**config.mk**
```make
export PLATFORM = sky130hd
export DESIGN_NAME = counter_arb_flat
export DESIGN_NICKNAME = d
export VERILOG_FILES = /design/src/rtl/counter_arb_if.sv /design/src/rtl/counter_arb.sv /design/src/flat_wrapper.sv
export SDC_FILE = /design/constraint.sdc
export NUM_CORES = 1
export LEC_CHECK = 0
export ABC_CLOCK_PERIOD_IN_PS = 1800
export CAP_MARGIN = 5
export CORE_MARGIN = 8
export CORE_UTILIZATION = 35
export DETAILED_ROUTE_END_ITERATION = 8
export HOLD_SLACK_MARGIN = 0.15
export PLACE_DENSITY = 0.56
export SYNTH_ARGS = -nofsm -noshare
export SYNTH_HDL_FRONTEND = slang
export SYNTH_SLANG_ARGS = --single-unit
export TNS_END_PERCENT = 30
```
**constraint.sdc**
```tcl
create_clock -name i_clk -period 1.8 [get_ports i_clk]
set_clock_uncertainty 0.05 [all_clocks]
set_input_delay 0.18 -clock i_clk [delete_from_list [all_inputs] [get_ports i_clk]]
set_output_delay 0.18 -clock i_clk [all_outputs]
set_load 0.01 [all_outputs]
```
**src/rtl/counter_arb_if.sv**
```systemverilog
// counter_arb_if: request/grant bundle for the shared step-counter arbiter.
// master drives req; slave (the arbiter) drives grant, busy, cnt, wrap, done.
interface counter_arb_if #(
    parameter int W = 4,
    parameter int N = 4
);
    logic [N-1:0] req;
    logic [N-1:0] grant;
    logic         busy;
    logic [W-1:0] cnt;
    logic         wrap;
    logic [N-1:0] done;

    modport master (
        output req,
        input  grant, busy, cnt, wrap, done
    );

    modport slave (
        input  req,
        output grant, busy, cnt, wrap, done
    );
endinterface

```
**src/rtl/counter_arb.sv**
```systemverilog
// counter_arb: round-robin owner of a wrapping 1..KMAX step counter.
// Define COUNTER_ARB_ASSERT_EN to compile the built-in safety properties.
module counter_arb #(
    parameter int W     = 4,
    parameter int N     = 4,
    parameter int BURST = 3
) (
    input  logic           i_clk,
    input  logic           i_rst,
    counter_arb_if.slave   io_bus
);
    localparam logic [W-1:0] KMAX = {W{1'b1}};
    localparam int PW = (N > 1) ? $clog2(N) : 1;
    localparam int BW = $clog2(BURST + 1);

    typedef enum logic {IDLE, RUN} state_t;

    state_t       r_state, w_state_nxt;
    logic [N-1:0] r_grant, w_grant_nxt;
    logic [N-1:0] r_done, w_done_nxt;
    logic [PW-1:0] r_ptr, w_ptr_nxt;
    logic [PW-1:0] r_own, w_own_nxt;
    logic [BW-1:0] r_bcnt, w_bcnt_nxt;
    logic [W-1:0] r_cnt, w_cnt_nxt;
    logic         r_wrap, w_wrap_nxt;

    logic          w_hit;
    logic [PW-1:0] w_sel;
    logic [PW-1:0] w_own_inc;
    logic [W-1:0]  w_cnt_step;
    logic          w_live;

    // First live request at or after the pointer, wrapping modulo N.
    always_comb begin
        int j;
        logic [PW-1:0] k;
        w_hit = 1'b0;
        w_sel = '0;
        j     = 0;
        k     = '0;
        for (int i = 0; i < N; i++) begin
            j = int'(r_ptr) + i;
            if (j >= N) j = j - N;
            k = PW'(j);
            if (!w_hit && io_bus.req[k]) begin
                w_hit = 1'b1;
                w_sel = k;
            end
        end
    end

    assign w_own_inc  = (r_own == PW'(N - 1)) ? '0 : r_own + 1'b1;
    assign w_live     = io_bus.req[r_own];
    assign w_cnt_step = (r_cnt == KMAX) ? W'(1) : r_cnt + W'(1);

    // Next-state: grant in IDLE, step/finish/abort in RUN.
    always_comb begin
        w_state_nxt = r_state;
        w_grant_nxt = r_grant;
        w_done_nxt  = '0;
        w_wrap_nxt  = 1'b0;
        w_ptr_nxt   = r_ptr;
        w_own_nxt   = r_own;
        w_bcnt_nxt  = r_bcnt;
        w_cnt_nxt   = r_cnt;
        unique case (r_state)
            IDLE: begin
                if (w_hit) begin
                    w_grant_nxt = N'(1) << w_sel;
                    w_own_nxt   = w_sel;
                    w_bcnt_nxt  = '0;
                    w_state_nxt = RUN;
                end
            end
            RUN: begin
                if (w_live) begin
                    w_cnt_nxt  = w_cnt_step;
                    w_wrap_nxt = (r_cnt == KMAX);
                    w_bcnt_nxt = r_bcnt + 1'b1;
                    if (r_bcnt == BW'(BURST - 1)) begin
                        w_done_nxt  = r_grant;
                        w_grant_nxt = '0;
                        w_ptr_nxt   = w_own_inc;
                        w_state_nxt = IDLE;
                    end
                end else begin
                    w_grant_nxt = '0;
                    w_ptr_nxt   = w_own_inc;
                    w_state_nxt = IDLE;
                end
            end
            default: begin
                w_grant_nxt = '0;
                w_state_nxt = IDLE;
            end
        endcase
    end

    // State registers; reset forces the counter back to 1 immediately.
    always_ff @(posedge i_clk or posedge i_rst) begin
        if (i_rst) begin
            r_state <= IDLE;
            r_grant <= '0;
            r_done  <= '0;
            r_ptr   <= '0;
            r_own   <= '0;
            r_bcnt  <= '0;
            r_cnt   <= W'(1);
            r_wrap  <= 1'b0;
        end else begin
            r_state <= w_state_nxt;
            r_grant <= w_grant_nxt;
            r_done  <= w_done_nxt;
            r_ptr   <= w_ptr_nxt;
            r_own   <= w_own_nxt;
            r_bcnt  <= w_bcnt_nxt;
            r_cnt   <= w_cnt_nxt;
            r_wrap  <= w_wrap_nxt;
        end
    end

    assign io_bus.grant = r_grant;
    assign io_bus.busy  = |r_grant;
    assign io_bus.cnt   = r_cnt;
    assign io_bus.wrap  = r_wrap;
    assign io_bus.done  = r_done;

`ifdef COUNTER_ARB_ASSERT_EN
    a_onehot: assert property (@(posedge i_clk) disable iff (i_rst)
        $onehot0(r_grant));
    a_cnt_nz: assert property (@(posedge i_clk) disable iff (i_rst)
        r_cnt != '0);
    a_cnt_busy: assert property (@(posedge i_clk) disable iff (i_rst)
        (r_cnt != $past(r_cnt)) |-> $past(|r_grant));
    a_done: assert property (@(posedge i_clk) disable iff (i_rst)
        (|r_done) |-> ($past(r_grant) == r_done));
    a_wrap: assert property (@(posedge i_clk) disable iff (i_rst)
        r_wrap |-> (r_cnt == W'(1)));
`else
    // Properties are left out of this build; behaviour is unchanged.
`endif
endmodule

```
**src/flat_wrapper.sv**
```systemverilog
// flat-port wrapper written by rule: the top's interface ports become plain ports
module counter_arb_flat 
#(
    parameter int W     = 4,
    parameter int N     = 4,
    parameter int BURST = 3
)
  (i_clk, i_rst, io_bus_req, io_bus_grant, io_bus_busy, io_bus_cnt, io_bus_wrap, io_bus_done);
  counter_arb_if #(.W(W), .N(N)) io_bus_i ();
  input  logic i_clk;
  input  logic i_rst;
  input wire logic [$bits(io_bus_i.req)-1:0] io_bus_req;
  output wire logic [$bits(io_bus_i.grant)-1:0] io_bus_grant;
  output wire logic [$bits(io_bus_i.busy)-1:0] io_bus_busy;
  output wire logic [$bits(io_bus_i.cnt)-1:0] io_bus_cnt;
  output wire logic [$bits(io_bus_i.wrap)-1:0] io_bus_wrap;
  output wire logic [$bits(io_bus_i.done)-1:0] io_bus_done;
  assign io_bus_i.req = io_bus_req;
  assign io_bus_grant = io_bus_i.grant;
  assign io_bus_busy = io_bus_i.busy;
  assign io_bus_cnt = io_bus_i.cnt;
  assign io_bus_wrap = io_bus_i.wrap;
  assign io_bus_done = io_bus_i.done;
  counter_arb #(.W(W), .N(N), .BURST(BURST)) u_core (.i_clk(i_clk), .i_rst(i_rst), .io_bus(io_bus_i));
endmodule
```
==> results of run 1 <==
cell usage in the layout, fill, tap and decap left out, types with 5 or more instances in the layout:
cell | synthesis | layout
dfrtp_1 | 19 | 19
clkdlybuf4s50_1 | 0 | 18
nand2_1 | 8 | 8
buf_4 | 1 | 7
nand3_1 | 6 | 6
o21ai_1 | 5 | 5
cell families after synthesis:
group,after synthesis
compound gates,25
xor+xnor,1
fa+ha+maj,3
buf+inv,6
flops,20
mux,3
simple gates,31
per-stage QoR:
stage / total power (uW) / instance area [um2] / utilization / hold slack [ns] / setup WS [ns]
final: 2260 / 1280 / 0.482 / 0.444 / 0.0858
after global routing: 2470 / 1280 / 0.482 / 0.485 / 0.0198
after global placement: 1870 / 1200 / 0.450 / 0.413 / 0.0900
after CTS: 2250 / 1260 / 0.473 / 0.441 / 0.00279
after detailed placement: 1890 / 1200 / 0.450 / 0.423 / 0.0191
after floorplan: 1450 / 952 / - / 0.0931 / 0.189
cell usage after synthesis, drive strengths merged:
master / instances
a211o: 1
a211oi: 1
a21o: 3
a21oi: 4
a311oi: 1
a32o: 2
and2: 1
and3: 4
buf: 2
dfrtp: 19
dfstp: 1
ha: 3
inv: 4
mux2: 1
mux2i: 2
nand2: 8
nand2b: 4
nand3: 6
nor2: 4
nor2b: 1
nor3: 1
o21a: 1
o21ai: 6
o221ai: 1
o22a: 1
o22ai: 1
o31ai: 3
or2: 1
or4: 1
xnor2: 1
repair_timing:
item / 4_1_cts / 5_1_grt
endpoints found under the setup margin: 1 / 1
gates resized for setup: 1 / 1
setup buffers: 0 / 3
endpoints found under the hold margin: 12 / 0
hold buffers: 1 / 0
metal layers:
layer,GRT usage,wire (um)
met3,0.0245,114
met1,0.134,1030
met5,0,0
met2,0.149,931
met4,0.0384,13
registers in the layout (all words and copies together), names as in the netlist:
name	flops
u_core.io_bus.cnt	4
u_core.io_bus.done	4
u_core.io_bus.grant	4
u_core.io_bus.wrap	1
u_core.r_bcnt	2
u_core.r_own	2
u_core.r_ptr	2
u_core.r_state	1
cell type report:
cell class | count | area, um2 | area share
Sequential cell | 20 | 502 | 0.391
Multi-Input combinational cell | 63 | 423 | 0.329
Timing Repair Buffer | 27 | 253 | 0.197
Tap cell | 31 | 38.8 | 0.0302
Clock inverter | 1 | 30.0 | 0.0234
Clock buffer | 3 | 22.5 | 0.0175
Inverter | 4 | 15.0 | 0.0117
worst min-delay path by stage:
stage | to | slack, ns | cells after the start | from
5_1_grt | u_core.r_bcnt[0]$_DFFE_PP0P_ | 0.49 | 1 | u_core.r_bcnt[0]$_DFFE_PP0P_
4_1_cts | u_core.r_bcnt[0]$_DFFE_PP0P_ | 0.44 | 1 | u_core.r_bcnt[0]$_DFFE_PP0P_
6_report | u_core.r_bcnt[0]$_DFFE_PP0P_ | 0.44 | 1 | u_core.r_bcnt[0]$_DFFE_PP0P_
2_1_floorplan | u_core.io_bus.cnt[1]$_DFFE_PP0P_ | 0.09 | 1 | i_rst
3_5_place_dp | u_core.r_bcnt[0]$_DFFE_PP0P_ | 0.42 | 1 | u_core.r_bcnt[0]$_DFFE_PP0P_
3_3_place_gp | u_core.r_bcnt[0]$_DFFE_PP0P_ | 0.41 | 1 | u_core.r_bcnt[0]$_DFFE_PP0P_
power groups by stage:
stage                     Sequential, uW  Clock, uW  Combinational, uW
after floorplan                      821          0                629
after global placement               825          0               1040
after detailed placement             819          0               1080
after CTS                            813        376               1060
after global routing                 835        403               1230
final                                803        367               1090
critical path, cell delays in order (launching register included):
cell and delay (ns):
dfrtp_1 0.42, or4_1 0.52, clkdlybuf4s15_1 0.25
==> results.sh, run 1 <==
export IMPL_maxSlewHeadroom=0.733
export IMPL_critPathLaunch="u_core.io_bus.grant[0]$_DFFE_PP0P_"
export IMPL_netlist_instances=89
export IMPL_swShare=0.367
export IMPL_synth_seq_cells=20
export IMPL_gp_congestion=0.728
export IMPL_hold_viol=0
export IMPL_hold_class="flop to flop"
export IMPL_seq_area_frac_synth=0.527
export IMPL_grt_max_degree=21
export IMPL_final_instance_count_excl_fill=149
export IMPL_crit_path_end="io_bus_busy"
export IMPL_synth_top_family_by_area="compound AO/OA/AOI/OAI gates"
export IMPL_clk_latency_ns=0.30
export IMPL_vias_per_cell=5.13
export IMPL_clockBufferDepth=2
export IMPL_yosys_area_top_type_share=0.499
export IMPL_critPathKind="flop to output pin"
export IMPL_cp_max_fo=3
export IMPL_power_leakage_uw=0.000595
export IMPL_dieArea_um2=4650
export IMPL_dr_pass1_iters=2
export IMPL_dieWidth_um=68.2
export IMPL_grt_total_usage=0.0992
export IMPL_clk_pin_slew_worst_paths_ns=0.12
export IMPL_tightest_slew_ns=0.397
export IMPL_p_clk_frac=0.162
export IMPL_timing_rr_start="u_core.r_bcnt[0]$_DFFE_PP0P_"
export IMPL_end_kind="output pin"
export IMPL_antenna_found_initial=0
export IMPL_rows=19
export IMPL_p_comb_frac=0.483
export IMPL_n_antenna_cell=0
export IMPL_syn_area_um2=952
export IMPL_r2r_cells=5
export IMPL_synth_nets=98
export IMPL_yosys_warnings=0
export IMPL_regToRegSetupSlack_ns=0.11
export IMPL_synth_cell_type_count=34
export IMPL_synth_avg_cell_area_um2=10.7
export IMPL_r2r_end="u_core.r_ptr[1]$_DFFE_PP0P_"
export IMPL_synth_compound_area_frac=0.194
export IMPL_yosys_top_cells_area="dfrtp_1 50%, ha_1 3.9%, nand3_1 3.2%, nand2_1 3.2%, dfstp_2 2.8%"
export IMPL_ctsRootBufferMaster="clkbuf_4"
export IMPL_io_pins=20
export IMPL_vias=765
export IMPL_start_kind="flop"
export IMPL_rsz0062_at_grt="false"
export IMPL_port_buffers=19
export IMPL_required_ns=1.57
export IMPL_drc=0
export IMPL_grt_pass1_wl_um=3580
export IMPL_ir_drop_v=0.000880
export IMPL_dp_cells=141
export IMPL_initial_core_util=0.358
export IMPL_clock_sinks=20
export IMPL_max_freq_ghz=0.583
export IMPL_fillers=274
export IMPL_grt_pass1_vias=776
export IMPL_routedWlPerCell_um=14.0
export IMPL_setup_viol=0
export IMPL_grt_overflow=0
export IMPL_p_seq_frac=0.355
export IMPL_switching_power_uw=830
export IMPL_finalSetupTns_ns=0
export IMPL_synthToLayoutAreaGrowth_pct=34.8
export IMPL_maxCapViolCount=0
export IMPL_die_y_um=68.2
export IMPL_htree_levels=1
export IMPL_synth_simple_area_share=0.164
export IMPL_drt_iter0_drc=18
export IMPL_hpwl_um=1550
export IMPL_run_status="completed"
export IMPL_core_um2=2660
export IMPL_period_minus_slack_ns=1.71
export IMPL_yosys_area_share_xor_xnor=0.00920
export IMPL_muxShareOfSynthArea=0.0368
export IMPL_drive_gt1_frac=0.144
export IMPL_power_per_cell_area_nw_per_um2=1760
export IMPL_synth_top_cell_by_area="dfrtp_1"
export IMPL_numCtsBuffers=3
export IMPL_period_share=0.952
export IMPL_synthAdderAreaFrac=0.0394
export IMPL_ant_nets=0
export IMPL_drt_wl_total_um=2090
export IMPL_slew_viol_final=0
export IMPL_nets=128
export IMPL_crit_arrival_ns=1.48
export IMPL_cts_tree="built"
export IMPL_power_internal_uw=1430
(Power assumes the default switching activity.)
==> run 2, diff against run 1 <==
--- a/config.mk
+++ b/config.mk
@@ -6,12 +6,13 @@
 export NUM_CORES = 1
 export LEC_CHECK = 0
 export ABC_CLOCK_PERIOD_IN_PS = 1800
-export CAP_MARGIN = 5
+export CORE_ASPECT_RATIO = 1.25
 export CORE_MARGIN = 8
 export CORE_UTILIZATION = 35
 export DETAILED_ROUTE_END_ITERATION = 8
 export HOLD_SLACK_MARGIN = 0.15
 export PLACE_DENSITY = 0.56
+export SKIP_CTS_REPAIR_TIMING = 1
 export SYNTH_ARGS = -nofsm -noshare
 export SYNTH_HDL_FRONTEND = slang
 export SYNTH_SLANG_ARGS = --single-unit
==> run 2 against run 1 <==
Net effect:
- non-clock buffer count is 2 lower
- utilization grew 0.21 points
- first-iteration DRC count is 120% higher
- final area down 0.88%
- clock power down 1%
- via count rose by 0.78%
- wire length down 3.7%
- fmax increased by 0.86%
- critical path depth grew 3
- global-route usage shrank 0.63 points
- clock-buffer cell count unchanged
- total power fell by 0.76%
==> results.sh, run 2 (synthesized netlist as in run 1, its figures left out) <==
export IMPL_run_status="completed"
export IMPL_hold_viol=0
export IMPL_grt_busiest_layer="met2"
export IMPL_ant_nets=0
export IMPL_rsz0062_at_grt="false"
export IMPL_maxCapViolCount=0
export IMPL_cp_slowest_cell="dfrtp_1"
export IMPL_crit_arrival_ns=1.84
export IMPL_htree_levels=1
export IMPL_grt_pass1_vias=791
export IMPL_critPathKind="flop to flop"
export IMPL_grtUsageMet3=0.0301
export IMPL_grt_total_usage=0.0929
export IMPL_power_leakage_uw=0.000594
export IMPL_drt_iter0_drc=39
export IMPL_use_met1=0.100
export IMPL_maxSlewHeadroom=0.744
export IMPL_drc=0
export IMPL_crit_buf_inv=1
export IMPL_clockBufferDepth=2
export IMPL_gp_congestion=0.749
export IMPL_dieArea_um2=4660
export IMPL_power_per_cell_area_nw_per_um2=1760
export IMPL_grt_max_degree=21
export IMPL_drt_wl_total_um=2010
export IMPL_dp_slack_ns=0.0227
export IMPL_period_minus_slack_ns=1.70
export IMPL_antenna_found_initial=0
export IMPL_dpl_cell_area_um2=1220
export IMPL_fin_area_um2=1270
export IMPL_port_buffers=19
export IMPL_path_cells="inv_1, ha_1, or2_1, o221ai_2, mux2_4"
export IMPL_ctsRootBufferMaster="clkbuf_4"
export IMPL_setup_ws_ns=0.100
export IMPL_period_share=0.944
export IMPL_regToRegSetupSlack_ns=0.10
export IMPL_setup_viol=0
export IMPL_core_um2=2630
export IMPL_initial_core_util=0.362
export IMPL_end_kind="flop"
export IMPL_slew_viol_final=0
export IMPL_cts_tree="built"
export IMPL_clock_sinks=20
export IMPL_hpwl_um=1550
export IMPL_timing_rr_start="u_core.r_bcnt[0]$_DFFE_PP0P_"
export IMPL_vias_per_cell=5.14
export IMPL_r2r_end="u_core.r_ptr[1]$_DFFE_PP0P_"
export IMPL_grt_pass1_wl_um=3540
export IMPL_nets=126
export IMPL_critPathTopFamily="flip-flops"
export IMPL_drive_gt1_frac=0.138
export IMPL_final_instance_count_excl_fill=150
export IMPL_final_common_cell="dfrtp_1"
export IMPL_globalRouteMet2Util=0.169
export IMPL_clk_pin_slew_worst_paths_ns=0.12
export IMPL_r2r_cells=5
export IMPL_layout_common_cells="19 x dfrtp_1, 18 x clkdlybuf4s50_1, 8 x nand2_1"
export IMPL_max_stage_delay_ns=0.38
export IMPL_grt_overflow=0
export IMPL_numCtsBuffers=3
export IMPL_vias=771
export IMPL_io_pins=20
export IMPL_clk_latency_ns=0.30
export IMPL_synthToLayoutAreaGrowth_pct=33.6
export IMPL_tightest_slew_ns=0.384
export IMPL_dr_pass1_iters=4
export IMPL_cp_max_fo=7
export IMPL_timing_hold_ws_ns=0.150
export IMPL_hold_class="input pin to async pin"
export IMPL_p_total_uw=2250
export IMPL_die_y_um=74.3
export IMPL_dieWidth_um=62.7
export IMPL_n_antenna_cell=0
export IMPL_dp_cells=146
export IMPL_max_freq_ghz=0.588
export IMPL_crit_path_end="u_core.r_ptr[1]$_DFFE_PP0P_"
export IMPL_ir_drop_v=0.000720
export IMPL_crit_cells=5
export IMPL_critPathLaunch="u_core.r_bcnt[0]$_DFFE_PP0P_"
export IMPL_start_kind="flop"
export IMPL_required_ns=1.94
export IMPL_rows=21
export IMPL_routedWlPerCell_um=13.4
## run 2: cell types whose count changed in the layout (fill, tap and decap cells not counted)
cell / before / now
buf_4: 7 / 6
clkdlybuf4s15_1: 1 / 0
dlygate4sd3_1: 1 / 0
dlymetal6s2s_1: 0 / 1
## run 2: how the worst min path moves through the flow
stage,from,end,slack (ns),depth (start not counted)
finish,i_rst,u_core.io_bus.done[2]$_DFF_PP0_,0.15,3
global route,i_rst,u_core.io_bus.done[0]$_DFF_PP0_,0.17,3
CTS,i_rst,u_core.io_bus.done[2]$_DFF_PP0_,0.16,3
detailed placement,u_core.r_bcnt[0]$_DFFE_PP0P_,u_core.r_bcnt[0]$_DFFE_PP0P_,0.42,1
global placement,u_core.r_bcnt[0]$_DFFE_PP0P_,u_core.r_bcnt[0]$_DFFE_PP0P_,0.42,1
floorplan,i_rst,u_core.io_bus.cnt[1]$_DFFE_PP0P_,0.09,1
## run 2: tightest hold or removal path, cell delays in order
cell,delay [ns]
clkdlybuf4s50_1,0.40
inv_1,0.05
buf_4,0.26
## run 2: final cells by class
cell class	instances	area, um2
flip-flops and latches	20	502
well taps	34	42.5
clock inverters	1	30.0
repair buffers	25	238
inverters	4	15.0
multi-input cells	63	423
clock buffers	3	22.5
fillers	257	1360
## run 2: per-stage QoR
stage | util | setup TNS [ns]
after floorplan | - | 0
after global placement | 0.463 | 0
after detailed placement | 0.463 | 0
after CTS | 0.483 | -0.175
after global routing | 0.484 | 0
final | 0.484 | 0
## run 2: metal layers
metal / wire, um / vias to the layer above / part of all wire
met4: 7 / 0 / 0.0035
met3: 101 / 2 / 0.050
li1: - / 379 / -
met2: 999 / 12 / 0.50
met1: 900 / 378 / 0.45
met5: 0 / - / 0
## run 2: report_power, final
part	switching [uW]	total [uW]	internal (uW)	leakage (uW)
combinational	502	1080	574	0.000310
clock	138	363	225	0.0000279
sequential	176	807	631	0.000256
==> run 3, diff against run 2 <==
--- a/config.mk
+++ b/config.mk
@@ -12,6 +12,7 @@
 export DETAILED_ROUTE_END_ITERATION = 8
 export HOLD_SLACK_MARGIN = 0.15
 export PLACE_DENSITY = 0.56
+export REMOVE_ABC_BUFFERS = 1
 export SKIP_CTS_REPAIR_TIMING = 1
 export SYNTH_ARGS = -nofsm -noshare
 export SYNTH_HDL_FRONTEND = slang
==> run 3 against run 2 <==
Net effect:
- utilization grew 0.67 points
- critical path depth unchanged
- clock-buffer cell count rose by 1
- wire length increased by 1.7%
- first-iteration DRC count down 36%
- register-to-register slack better by 0.02 ns
- hold slack got worse by 0.0070 ns
- final cell count rose by 3.3%
- total power fell by 4.6%
- fmax up 0.90%
- combinational power increased by 4%
- sequential power is 0.6% lower
- largest power group unchanged
==> results.sh, run 3 (synthesized netlist as in run 1, its figures left out) <==
export IMPL_critPathKind="flop to flop"
export IMPL_routedWlPerCell_um=13.2
export IMPL_regToRegSetupSlack_ns=0.12
export IMPL_final_instance_count_excl_fill=155
export IMPL_hpwl_um=1610
export IMPL_clock_sinks=20
export IMPL_timing_rr_start="u_core.r_bcnt[0]$_DFFE_PP0P_"
export IMPL_clockBufferDepth=2
export IMPL_run_status="completed"
export IMPL_grt_pass1_vias=781
export IMPL_slew_viol_final=0
export IMPL_fillers=259
export IMPL_antenna_found_initial=0
export IMPL_crit_arrival_ns=1.83
export IMPL_r2r_cells=5
export IMPL_ctsRootBufferMaster="clkbuf_4"
export IMPL_max_freq_ghz=0.594
export IMPL_die_y_um=74.3
export IMPL_core_um2=2630
export IMPL_initial_core_util=0.362
export IMPL_dieArea_um2=4660
export IMPL_clk_latency_ns=0.30
export IMPL_layout_common_cells="19 x dfrtp_1, 18 x clkdlybuf4s50_1, 11 x buf_4"
export IMPL_period_minus_slack_ns=1.68
export IMPL_n_antenna_cell=0
export IMPL_start_kind="flop"
export IMPL_nets=131
export IMPL_drc=0
export IMPL_vias_per_cell=4.97
export IMPL_grt_max_degree=21
export IMPL_drt_wl_total_um=2040
export IMPL_p_total_uw=2140
export IMPL_r2r_end="u_core.r_ptr[1]$_DFFE_PP0P_"
export IMPL_period_share=0.936
export IMPL_hold_viol=0
export IMPL_final_common_cell="dfrtp_1"
export IMPL_ir_drop_v=0.00102
export IMPL_drt_iter0_drc=25
export IMPL_rsz0062_at_grt="false"
export IMPL_dr_pass1_iters=4
export IMPL_cts_tree="built"
export IMPL_grt_overflow=0
export IMPL_vias=770
export IMPL_grt_pass1_wl_um=3510
export IMPL_tightest_slew_ns=0.447
export IMPL_numCtsBuffers=3
export IMPL_hold_class="input pin to async pin"
export IMPL_dp_cells=151
export IMPL_port_buffers=19
export IMPL_end_kind="flop"
export IMPL_setup_viol=0
export IMPL_synthToLayoutAreaGrowth_pct=35.5
export IMPL_maxCapViolCount=0
export IMPL_clk_pin_slew_worst_paths_ns=0.11
export IMPL_power_leakage_uw=0.000607
export IMPL_dieWidth_um=62.7
export IMPL_power_per_cell_area_nw_per_um2=1660
export IMPL_required_ns=1.95
export IMPL_fin_util=0.491
export IMPL_ant_nets=0
export IMPL_maxSlewHeadroom=0.702
export IMPL_cp_max_fo=6
export IMPL_gp_congestion=0.801
export IMPL_drive_gt1_frac=0.174
export IMPL_htree_levels=1
export IMPL_grt_total_usage=0.0937
export IMPL_rows=21
export IMPL_io_pins=20
run 3: cell types whose count changed in the layout (fill, tap and decap cells not counted), sizes merged:
cell	previous run	this run
buf	6	11
bufinv	1	0
clkbuf	3	4
run 3: area by class of cell:
type                    instances  area (um2)  share of cell area
flip-flops and latches         20         502               0.389
multi-input cells              63         429               0.333
repair buffers                 30         275               0.213
well taps                      34        42.5              0.0330
clock buffers                   4        26.3              0.0204
inverters                       4        15.0              0.0116
run 3: report_power, final:
part | switching (uW) | leakage, uW | internal [uW]
logic | 521 | 0.000336 | 599
clock network | 132 | 0.0000150 | 86.3
registers | 171 | 0.000256 | 631
run 3: worst max-delay path, cell delays in order, from the launching register on:
cell and delay, ns:
dfrtp_1 0.37, inv_1 0.05, ha_1 0.23, or2_1 0.23, o221ai_2 0.32, mux2_4 0.33
run 3: worst max path at each step:
stage          slack [ns]                                to  cells past startpoint                               start
5_1_grt             0.006       u_core.r_ptr[1]$_DFFE_PP0P_                      5        u_core.r_bcnt[0]$_DFFE_PP0P_
3_5_place_dp        -0.14  u_core.io_bus.cnt[2]$_DFFE_PP0P_                      5                       io_bus_req[1]
4_1_cts             -0.16                       io_bus_busy                      2  u_core.io_bus.grant[0]$_DFFE_PP0P_
6_report             0.12       u_core.r_ptr[1]$_DFFE_PP0P_                      5        u_core.r_bcnt[0]$_DFFE_PP0P_
2_1_floorplan        0.19       u_core.r_ptr[1]$_DFFE_PP0P_                      5        u_core.r_bcnt[0]$_DFFE_PP0P_
3_3_place_gp        -0.06  u_core.io_bus.cnt[2]$_DFFE_PP0P_                      5                       io_bus_req[1]
run 3: layer usage:
| metal | share of wire | vias up | track usage |
|---|---|---|---|
| met5 | 0 | - | 0 |
| met4 | 0.015 | 0 | 0.0457 |
| met3 | 0.043 | 4 | 0.0226 |
| met2 | 0.51 | 10 | 0.171 |
| met1 | 0.43 | 368 | 0.101 |
| li1 | - | 388 | - |
run 3: stage by stage:
stage                     setup TNS, ns  instance area (um2)  hold slack [ns]  setup slack (ns)
final                                 0                 1290            0.143             0.116
after global routing                  0                 1290            0.187           0.00619
after floorplan                       0                  940           0.0931             0.189
after global placement           -0.110                 1250            0.412           -0.0641
after CTS                        -0.160                 1280            0.149            -0.160
after detailed placement         -0.420                 1250            0.416            -0.137
